$ cat src/rtl/pipe_pkg.sv
// pipe_pkg: shared pipeline definitions for the processor datapath.
//   - Field widths of the EX/MEM stage (opcode, destination field, data).
//   - OPC_NOP: opcode value that marks a pipeline bubble.
//   - ex_mem_t: packed bundle of the four EX/MEM fields, stored as one
//     vector so that every field is always updated together.
package pipe_pkg;

    localparam int OPCODE_W = 5;
    localparam int RD_W     = 9;
    localparam int DATA_W   = 32;

    localparam logic [OPCODE_W-1:0] OPC_NOP = 5'd0;

    typedef struct packed {
        logic [OPCODE_W-1:0] opcode;
        logic [RD_W-1:0]     rd;
        logic [DATA_W-1:0]   branch_result;
        logic [DATA_W-1:0]   alu_result;
    } ex_mem_t;

    localparam int EX_MEM_W = $bits(ex_mem_t);

endpackage : pipe_pkg

$ cat src/rtl/pipe_stage_reg.sv
// pipe_stage_reg: generic pipeline-stage register.
//   clk : rising-edge clock
//   clr : synchronous clear (highest priority), loads all zeros
//   en  : load enable; when low the register holds its contents
//   d   : next-stage data in
//   q   : registered data out
module pipe_stage_reg #(
    parameter int WIDTH = 8
) (
    input  logic             clk,
    input  logic             clr,
    input  logic             en,
    input  logic [WIDTH-1:0] d,
    output logic [WIDTH-1:0] q
);

    logic [WIDTH-1:0] data_r;

    // Stage storage: clear beats enable, hold when not enabled.
    always_ff @(posedge clk) begin
        if (clr) begin
            data_r <= {WIDTH{1'b0}};
        end else if (en) begin
            data_r <= d;
        end else begin
            data_r <= data_r;
        end
    end

    assign q = data_r;

endmodule : pipe_stage_reg

$ cat src/rtl/reg_ex_mem.sv
// reg_ex_mem: EX/MEM pipeline register. Captures the execute-stage opcode,
// destination field, branch target and ALU result on every rising clk edge
// and presents them to the memory stage for one cycle. Pure storage.
//
// Optional feature macro: REGEXMEM_HAZARD_EN
//   defined   : stall (hold) and flush (load bubble) ports exist.
//               Priority per edge: rst > flush > stall > load.
//   undefined : no stall/flush ports; the register loads every cycle
//               unless rst is high.
//
// Ports:
//   clk             : clock, all state changes on rising edge
//   rst             : synchronous active-high reset, zeros all outputs
//   stall           : hold contents (REGEXMEM_HAZARD_EN only)
//   flush           : load all-zero bubble (REGEXMEM_HAZARD_EN only)
//   OpCode          : EX-stage opcode
//   RdOut           : EX-stage destination-register field
//   BranchResult    : EX-stage branch target
//   AluResult       : EX-stage ALU result
//   OpCodeOut, RdOutOut, BranchResultOut, AluResultOut : registered copies
//
// The width parameters must match the pipe_pkg constants, since the fields
// are stored through the shared ex_mem_t bundle.
module reg_ex_mem
    import pipe_pkg::*;
#(
    parameter int OPCODE_W = pipe_pkg::OPCODE_W,
    parameter int RD_W     = pipe_pkg::RD_W,
    parameter int DATA_W   = pipe_pkg::DATA_W
) (
    input  logic                clk,
    input  logic                rst,
`ifdef REGEXMEM_HAZARD_EN
    input  logic                stall,
    input  logic                flush,
`endif
    input  logic [OPCODE_W-1:0] OpCode,
    input  logic [RD_W-1:0]     RdOut,
    input  logic [DATA_W-1:0]   BranchResult,
    input  logic [DATA_W-1:0]   AluResult,
    output logic [OPCODE_W-1:0] OpCodeOut,
    output logic [RD_W-1:0]     RdOutOut,
    output logic [DATA_W-1:0]   BranchResultOut,
    output logic [DATA_W-1:0]   AluResultOut
);

    ex_mem_t stage_in_s;
    ex_mem_t stage_out_s;
    logic    clr_s;
    logic    en_s;

    // Bundle the execute-stage fields into one vector.
    always_comb begin
        stage_in_s               = '0;
        stage_in_s.opcode        = OpCode;
        stage_in_s.rd            = RdOut;
        stage_in_s.branch_result = BranchResult;
        stage_in_s.alu_result    = AluResult;
    end

`ifdef REGEXMEM_HAZARD_EN
    // Flush shares the clear path with reset so a bubble is all zeros
    // (OPC_NOP); flush also overrides stall because clear wins in the stage.
    assign clr_s = rst | flush;
    assign en_s  = ~stall;
`else
    assign clr_s = rst;
    assign en_s  = 1'b1;
`endif

    pipe_stage_reg #(
        .WIDTH (EX_MEM_W)
    ) u_stage (
        .clk (clk),
        .clr (clr_s),
        .en  (en_s),
        .d   (stage_in_s),
        .q   (stage_out_s)
    );

    assign OpCodeOut       = stage_out_s.opcode;
    assign RdOutOut        = stage_out_s.rd;
    assign BranchResultOut = stage_out_s.branch_result;
    assign AluResultOut    = stage_out_s.alu_result;

endmodule : reg_ex_mem

$ cat config.mk
export PLATFORM = sky130hd
export DESIGN_NAME = reg_ex_mem
export DESIGN_NICKNAME = d
export VERILOG_FILES = /design/src/rtl/pipe_pkg.sv /design/src/rtl/pipe_stage_reg.sv /design/src/rtl/reg_ex_mem.sv
export SDC_FILE = /design/constraint.sdc
export NUM_CORES = 1
export LEC_CHECK = 0
export CORE_UTILIZATION = 33
export DETAILED_ROUTE_END_ITERATION = 16
export PLACE_DENSITY = 0.79
export SYNTH_ARGS = -nofsm -noshare
export SYNTH_HDL_FRONTEND = slang
export SYNTH_SLANG_ARGS = --single-unit
$ cat constraint.sdc
create_clock -name clk -period 0.8 [get_ports clk]
set_input_delay 0.16 -clock clk [delete_from_list [all_inputs] [get_ports clk]]
set_output_delay 0.16 -clock clk [all_outputs]
set_load 0.02 [all_outputs]
==> reports/results.ini <==
[run_status]
run_status=complete, but fails checks
failed_checks=setup timing

[sta]
setup_viol=78
final-max-slew-violation-count=0
final_critical_path_time_including_i_o_delays_and_setup_ns=0.946
hold_violations_final=0
setup_slack_ns=-0.146
worst_slew_pin_slew_ns=0.188
rsz0062_at_grt=yes
fmaxAchievable_mhz=1060
final.period_utilization_pct=118
slew-limit-headroom_pct=87.4

[yosys]
synth_largest_type_area_fraction_pct=74.2
synth-seq-cells=78
synth_area_sq_um=2100
synthTopCellsByArea=dfxtp_1 74%, nor2b_1 23%, buf_2 1.2%, buf_6 1.1%, buf_4 0.36%
yosys_warnings=0
post_synthesis_net_count=244
fraction_of_the_yosys_area_taken_by_sequential_cells_pct=74.2
synth.lib_cells_used.distinct=5
postSynthCellCount=164
synth.avg_cell_area_sq_um=12.8
synth_top_area_cell=dfxtp_1

[setup_path]
cp_max_fo=1
cp-start-kind=flop
crit_path_cell_trace=buf_6
critPathMaxStageDelay_ns=0.33
arrival_ns=0.79
crit_buf_inv=1
worst_path_max_delay_cell=dfxtp_2
critPathCaptureType=output pin
worst-setup-path-type=reg -> out
worst_path_top_cell_family_by_delay=flip-flops
worstPathRequired_ns=0.64

[worst_hold_path]
worstHoldPathCells=3
min-delay-path-class=in -> reg
hp-start=rst
whs_endpoint=u_stage.q[17]

[place]
buffers_added_on_ports=157
dp.cells=390
dp.final_hpwl_microns=3700
final_wtd_congestion=0.724

[die]
io-pin-count=158
initial_core_util_pct=34.9
dieWidth_microns=81.9
vert_die_dim_microns=81.9
number_of_placement_rows=28
core-area_sq_um=6030
fp.dieArea_sq_um=6700

[final_layout]
nets=406
largest_reg_flops=78
multi_input_logic_area_sq_um=488
antenna_cells=0
num-fill-cells=448
drive_gt1_share_pct=52.7
utilization_pct=68.6
final-instance-count-excl-fill=405
synthToLayoutAreaGrowth_pct=96.4
layout.cells.most_common_list=78 x nor2b_1, 78 x clkdlybuf4s50_1, 78 x buf_6, 78 x dfxtp_2, 10 x clkbuf_8
seqCellArea_sq_um=1660

[grt]
global_route_wire_length_before_repair_microns=7480
grt_antenna_before_repair=0
grt_max_degree=46
grt_overflow=0
grt_pass1_vias=1607
groute.usage.overall_pct=15.8

[routing]
wl_microns=5150
routed_wire_length_per_instance_microns=12.7
drt_drc_violations_left=0
drt_first_iter_violations=20
route.detailed.vias_per_inst=4.02
antenna_left=0
via_count=1629
drt-pass1-iter-count=4

[job]
max_cap_violation_count=0

[cts]
worst_setup_hold_path_clk_slew_ns=0.08
cts-buffers-inserted=9
tritoncts_clock_tree=built
cts-htree-levels=3
cts.root.buffer_cell=clkbuf_8
cts-root-to-sink-buffers=2
cts.hold.buffers_added=0
clkSinkCount=78

[power_and_ir_drop]
vdd_ir_drop_max_v=0.00118
p_leak_uw=0.00175
pwr_density_cell_nw_per_um2=2020
p_total_uw=8350

## what timing repair did
action / in CTS / in global routing
endpoints found under the hold margin: 0 / 0
gates resized for setup: 545 / 1
setup endpoints to repair: 78 / 78
setup buffers: 0 / 0
## kinds of logic (layout without fill, tap and decap cells)
| group | count (synthesis) | in the layout | share of synthesized area [%] |
|---|---|---|---|
| buffers and inverters | 8 | 174 | 2.62 |
| DFF | 78 | 78 | 74.2 |
| and+or+nand+nor | 78 | 78 | 23.2 |
## synthesized netlist by cell type
| master | number |
|---|---|
| buf_4 | 1 |
| dfxtp_1 | 78 |
| buf_6 | 2 |
| nor2b_1 | 78 |
| buf_2 | 5 |
## tightest hold or removal path, delay by kind of cell
family | cells | cell delay [ns]
AND/OR/NAND/NOR | 1 | 0.06
buffers and inverters | 2 | 0.33
## stage by stage
step	cell area [sq um]	setup slack (ns)	setup TNS, ns	hold slack, ns
floorplan	2100	0.217	0	0.288
global placement	3750	-0.275	-19.32	0.604
detailed placement	3750	-0.294	-19.78	0.614
CTS	4130	-0.168	-12.02	0.238
global route	4130	-0.189	-13.41	0.249
finish	4130	-0.146	-10.37	0.248
## worst max-delay path by stage
| stage | slack, ns | from | cells after the start | endpoint |
|---|---|---|---|---|
| after detailed placement | -0.29 | u_stage.q[55] | 1 | BranchResultOut[23] |
| after floorplan | 0.22 | rst | 3 | u_stage.q[55] |
| after global routing | -0.19 | u_stage.q[55] | 1 | BranchResultOut[23] |
| after global placement | -0.27 | u_stage.q[53] | 1 | BranchResultOut[21] |
| final | -0.15 | u_stage.q[17] | 1 | AluResultOut[17] |
| after CTS | -0.17 | u_stage.q[17] | 1 | AluResultOut[17] |
## final cells by class
class                           count  area share [%]
Timing Repair Buffer              159            41.2
Sequential cell                    78            40.1
Multi-Input combinational cell     78            11.8
Clock buffer                       10            3.33
Tap cell                           75            2.27
Clock inverter                      5            1.21
## report_power, final
part           total [uW]  internal (uW)  switching [uW]  leakage [uW]
clock                2820           1490            1330      0.000102
sequential           4220           4130            92.7      0.000671
combinational        1310            821             485      0.000974
## layer usage
metal	track usage, %	share of wire, %	vias up
met3	9.67	14	9
met2	26.3	48	109
li1	-	-	811
met5	0	0	-
met4	7.54	1.8	0
met1	15.5	36	700
Power figures use the tool's default switching activity.
